==> src/rtl/id_hazard_controller.sv <==
`default_nettype none
// +----------------------------------------------------------------------+
// | id_hazard_controller: ID-stage forwarding select, load-use stall and |
// | branch flush control, with a saturating stall counter.              |
// | Revision: 1.0                                                       |
// +----------------------------------------------------------------------+

package id_hazard_pkg;
  typedef enum logic [1:0] {
    NO_FWD     = 2'd0,
    EX_ID_FWD  = 2'd1,
    MEM_ID_FWD = 2'd2,
    WB_ID_FWD  = 2'd3
  } ForwardingControl;
endpackage

module id_hazard_controller #(
  parameter int STALL_CNT_W = 16
) (
  input  logic                                clk,
  input  logic                                reset_n,
  input  logic                                id_valid,
  input  logic [4:0]                          id_rs1,
  input  logic [4:0]                          id_rs2,
  input  logic                                id_uses_rs1,
  input  logic                                id_uses_rs2,
  input  logic [4:0]                          id_rd,
  input  logic                                id_reg_wr_en,
  input  logic                                id_is_load,
  input  logic                                branch_decision,
  output id_hazard_pkg::ForwardingControl     fwd_reg_file_rd_sel_1,
  output id_hazard_pkg::ForwardingControl     fwd_reg_file_rd_sel_2,
  output logic                                stall,
  output logic                                id_ex_bubble,
  output logic                                flush_if_id,
  output logic [STALL_CNT_W-1:0]              stall_count
);
  import id_hazard_pkg::*;

  typedef struct packed {
    logic       valid;
    logic [4:0] rd;
    logic       wr_en;
    logic       is_load;
  } shadow_t;

  shadow_t                ex_q, ex_d;
  shadow_t                mem_q, mem_d;
  shadow_t                wb_q, wb_d;
  logic [STALL_CNT_W-1:0] stall_count_q, stall_count_d;
  logic                   load_use;
  logic                   w_unused_wb_is_load;

  // x0 is hardwired to zero, so a write to it never produces a value.
  function automatic logic produces(input shadow_t e, input logic [4:0] r);
    return e.valid && e.wr_en && (e.rd == r) && (r != 5'd0);
  endfunction

  function automatic ForwardingControl select_src(
    input logic       uses,
    input logic [4:0] rs,
    input shadow_t    ex,
    input shadow_t    mem,
    input shadow_t    wb
  );
    ForwardingControl sel;
    sel = NO_FWD;
    if (uses && (rs != 5'd0)) begin
      if (produces(ex, rs))       sel = EX_ID_FWD;
      else if (produces(mem, rs)) sel = MEM_ID_FWD;
      else if (produces(wb, rs))  sel = WB_ID_FWD;
    end
    return sel;
  endfunction

  always_comb begin
    fwd_reg_file_rd_sel_1 = select_src(id_uses_rs1, id_rs1, ex_q, mem_q, wb_q);
    fwd_reg_file_rd_sel_2 = select_src(id_uses_rs2, id_rs2, ex_q, mem_q, wb_q);

    // Only a load still in EX cannot be forwarded in time; MEM/WB loads can.
    load_use = id_valid && ex_q.is_load &&
               ((id_uses_rs1 && produces(ex_q, id_rs1)) ||
                (id_uses_rs2 && produces(ex_q, id_rs2)));

    stall        = load_use;
    id_ex_bubble = load_use;
    flush_if_id  = id_valid && branch_decision && !load_use;
    stall_count  = stall_count_q;

    wb_d  = mem_q;
    mem_d = ex_q;
    ex_d  = '0;
    if (!load_use) begin
      ex_d.valid   = id_valid;
      ex_d.rd      = id_rd;
      ex_d.wr_en   = id_reg_wr_en;
      ex_d.is_load = id_is_load;
    end

    stall_count_d = stall_count_q;
    if (load_use && (stall_count_q != {STALL_CNT_W{1'b1}})) begin
      stall_count_d = stall_count_q + 1'b1;
    end
  end

  // The oldest entry's load flag has no consumer beyond WB.
  assign w_unused_wb_is_load = wb_q.is_load;

  always_ff @(posedge clk or negedge reset_n) begin
    if (!reset_n) begin
      ex_q          <= '0;
      mem_q         <= '0;
      wb_q          <= '0;
      stall_count_q <= '0;
    end else begin
      ex_q          <= ex_d;
      mem_q         <= mem_d;
      wb_q          <= wb_d;
      stall_count_q <= stall_count_d;
    end
  end

endmodule
`default_nettype wire

==> config.mk <==
export PLATFORM = sky130hd
export DESIGN_NAME = id_hazard_controller
export DESIGN_NICKNAME = d
export VERILOG_FILES = /design/src/rtl/id_hazard_controller.sv
export SDC_FILE = /design/constraint.sdc
export NUM_CORES = 1
export LEC_CHECK = 0
export CORE_ASPECT_RATIO = 1.75
export CORE_MARGIN = 10
export CORE_UTILIZATION = 45
export CTS_CLUSTER_DIAMETER = 100
export DETAILED_ROUTE_END_ITERATION = 12
export DONT_BUFFER_PORTS = 1
export GPL_TIMING_DRIVEN = 0
export PLACE_DENSITY_LB_ADDON = 0.25
export SYNTH_ARGS = -nofsm -noshare
export SYNTH_HDL_FRONTEND = slang
export SYNTH_SLANG_ARGS = --single-unit
==> constraint.sdc <==
create_clock -name clk -period 3.9 [get_ports clk]
set_clock_uncertainty 0.1 [all_clocks]
set_input_delay 0.975 -clock clk [delete_from_list [all_inputs] [get_ports clk]]
set_output_delay 0.975 -clock clk [all_outputs]
set_load 0.02 [all_outputs]
==> run_results.csv <==
group,metric,value,unit
run_status,outcome,"finished clean",
place,place_area,1990,um^2
power,power_density,410,nW/um^2
floorplanning,chipHeight,107,um
power,irDropWorstVdd,354,uV
clocking,numClockSinks,38,
route,drtIter0Drc,33,
logic_synthesis,avgSynthCellArea,11.1,um^2
layout,design_area,2140,um^2
sta,slew_headroom,33.0,%
sta,min_period,3810,ps
setup_path,arrival,2740,ps
layout,final_common_cell,"dfrtp_1",
layout,synthToLayoutAreaGrowth,11.1,%
clocking,cts_buffers,5,
flow_run,cap_violations,0,
global_routing,grt_overflow,0,
global_routing,grt_start_max_net_pins,39,
logic_synthesis,syn-cell-area,1930,um^2
sta,finalSetupTns,0,ps
sta,slew_viol_final,0,
global_routing,grt_pass1_vias,1520,
floorplanning,rows,31,
power,leakagePower,0.890,nW
sta,rsz0062_at_grt,"yes",
setup_path,critical_path_class,"in2out",
sta,worst_pin_slew,992,ps
logic_synthesis,synth_cell_types,36,
layout,drive_above_1_share,11.5,%
route,vias_per_cell,5.78,
setup_path,cp-end-kind,"output pin",
setup_path,crit_fanout,6,
layout,fin_util,51.6,%
sta,fin_hold_ws,278,ps
route,dr.pass1.iters,4,
global_routing,grt_antenna_before_repair,0,
clocking,clockBufferDepth,2,
floorplanning,dieArea,7410,um^2
sta,hold_violations,0,
route,postRouteAntennaNets,0,
sta,timing.final.crit_share,97.7,%
layout,final_cells,231,
logic_synthesis,yosysWarnings,0,
logic_synthesis,synthTopCellsByArea,"dfrtp_1 (49%), xnor2_1 (13%), xor2_1 (6.8%)",
logic_synthesis,synth_seq_cells,38,
logic_synthesis,synth_top_area_share,49.3,%
clocking,insertion_delay,280,ps
setup_path,critPathLaunchType,"primary input",
route,wirelength,4310,um
route,drc,0,
layout,final_cell_mix,"dfrtp_1 (38), xnor2_1 (28), xor2_1 (15)",
place,dp_cells,223,
logic_synthesis,ys_seq_area_share,49.3,%
clocking,cts_root_buffer,"clkbuf_8",
layout,antenna_cells,0,
place,dpl.hpwl,3480,um
power,total_power,879,uW
clocking,htreeDepth,2,
global_routing,grt_pass1_wl,7320,um
floorplanning,io_pins,46,
clocking,postCtsSetupRepairBufs,0,
route,post_drt_wl_per_cell,18.7,um
floorplanning,start_util,46.5,%
clocking,cts_tree,"yes",
sta,fmax,262,MHz
floorplanning,die_w,69.5,um
hold_path,hold_class,"in2async",
place,port_buffers,0,
route,num_vias,1336,
clocking,clk_pin_slew,70,ps
place,globalplace.congestion,0.843,
sta,setup_violations,0,
logic_synthesis,yosysTopAreaCell,"dfrtp_1",
logic_synthesis,synth_nets,198,
place,place_worst_setup_slack,-142,ps
logic_synthesis,synth_cells,174,
sta,worst_slack,89.1,ps
layout,layout.nets,205,
global_routing,grtUsageTotal,12.0,%
setup_path,required,2820,ps
floorplanning,core_area,4150,um^2
==> Yosys cell counts <==
master and n:
xnor2_1 28, nor2_1 3, mux2_2 1, nand2b_1 3
nor3_2 2, nor3_1 11, dfrtp_1 38, or3_1 2
nand2_1 10, and4_1 1, a21oi_1 2, nor2_2 1
o31a_1 1, mux2_1 1, and2_1 2, clkbuf_1 2
nor4_1 4, and3_1 3, mux2_4 1, nor3b_2 1
a211oi_1 1, ha_1 1, or4_1 4, nor2b_1 7
nor4b_1 1, buf_6 1, a22oi_4 1, nand3b_1 1
buf_4 1, o21ai_2 1, nor3b_1 1, nor4_2 1
nand3_1 9, nand4_1 11, xor2_1 15, o21ai_0 1
==> final timing paths <==
| path | from | to | slack (ps) | cells past startpoint |
|---|---|---|---|---|
| setup / recovery | id_rs2[0] | fwd_reg_file_rd_sel_2[1] | 90 | 4 |
| hold / removal | reset_n | wb_q[4]$_DFF_PN0_ | 280 | 0 |
| setup reg to reg | ex_q[3]$_DFF_PN0_ | stall_count[15]$_DFFE_PN0P_ | 1660 | 6 |
| hold reg to reg | mem_q[1]$_DFF_PN0_ | wb_q[1]$_DFF_PN0_ | 280 | 0 |
| max in group asynchronous | reset_n | stall_count[8]$_DFFE_PN0P_ | 3330 | 0 |
| min in group clk | mem_q[1]$_DFF_PN0_ | wb_q[1]$_DFF_PN0_ | 280 | 0 |
==> layout make-up <==
class                           instances  area (um^2)
Buffer                                  4         26.3
Multi-Input combinational cell        132          961
Clock inverter                          2         60.1
Tap cell                               49         61.3
Sequential cell                        38          951
Fill cell                             372         2010
Clock buffer                            6         82.6
==> routing by layer <==
| layer | vias up | part of all wire (%) | track usage (%) |
|---|---|---|---|
| li1 | 630 | - | - |
| met2 | 48 | 53 | 21.9 |
| met5 | - | 0 | 0 |
| met1 | 652 | 35 | 11.5 |
| met3 | 6 | 10 | 5.26 |
| met4 | 0 | 1.6 | 4.77 |
==> worst max-delay path: stages <==
cell,delay [ps]
or4_1,550
nor2_2,230
nor3_2,120
nor4b_1,860
==> registers in the layout (all words and copies together) (netlist names) <==
signal       cells
ex_q             8
mem_q            7
wb_q             7
stall_count     16
==> timing repair <==
item,4_1_cts,5_1_grt
gates cloned,0,0
pin swaps,0,1
endpoints found under the setup margin,1,2
gates resized for setup,1,2
hold buffers,0,0
==> cell families after synthesis <==
| group | after synthesis | share of synthesized area, % |
|---|---|---|
| and+or+nand+nor | 78 | 24.0 |
| xor gates and xnor gates | 43 | 19.5 |
| DFF | 38 | 49.3 |
| AOI/OAI and AO/OA | 7 | 3.18 |
| buffers and inverters | 4 | 1.36 |
| muxes | 3 | 1.95 |
| adders and majority gates | 1 | 0.649 |
==> power breakdown <==
part / switching (mW) / leakage [nW] / total (mW) / internal (mW)
Combinational: 0.0237 / 0.339 / 0.0525 / 0.0289
Clock: 0.130 / 0.0714 / 0.403 / 0.273
Sequential: 0.0161 / 0.480 / 0.424 / 0.408
Total: 0.170 / 0.890 / 0.879 / 0.709
(Power assumes the default switching activity.)
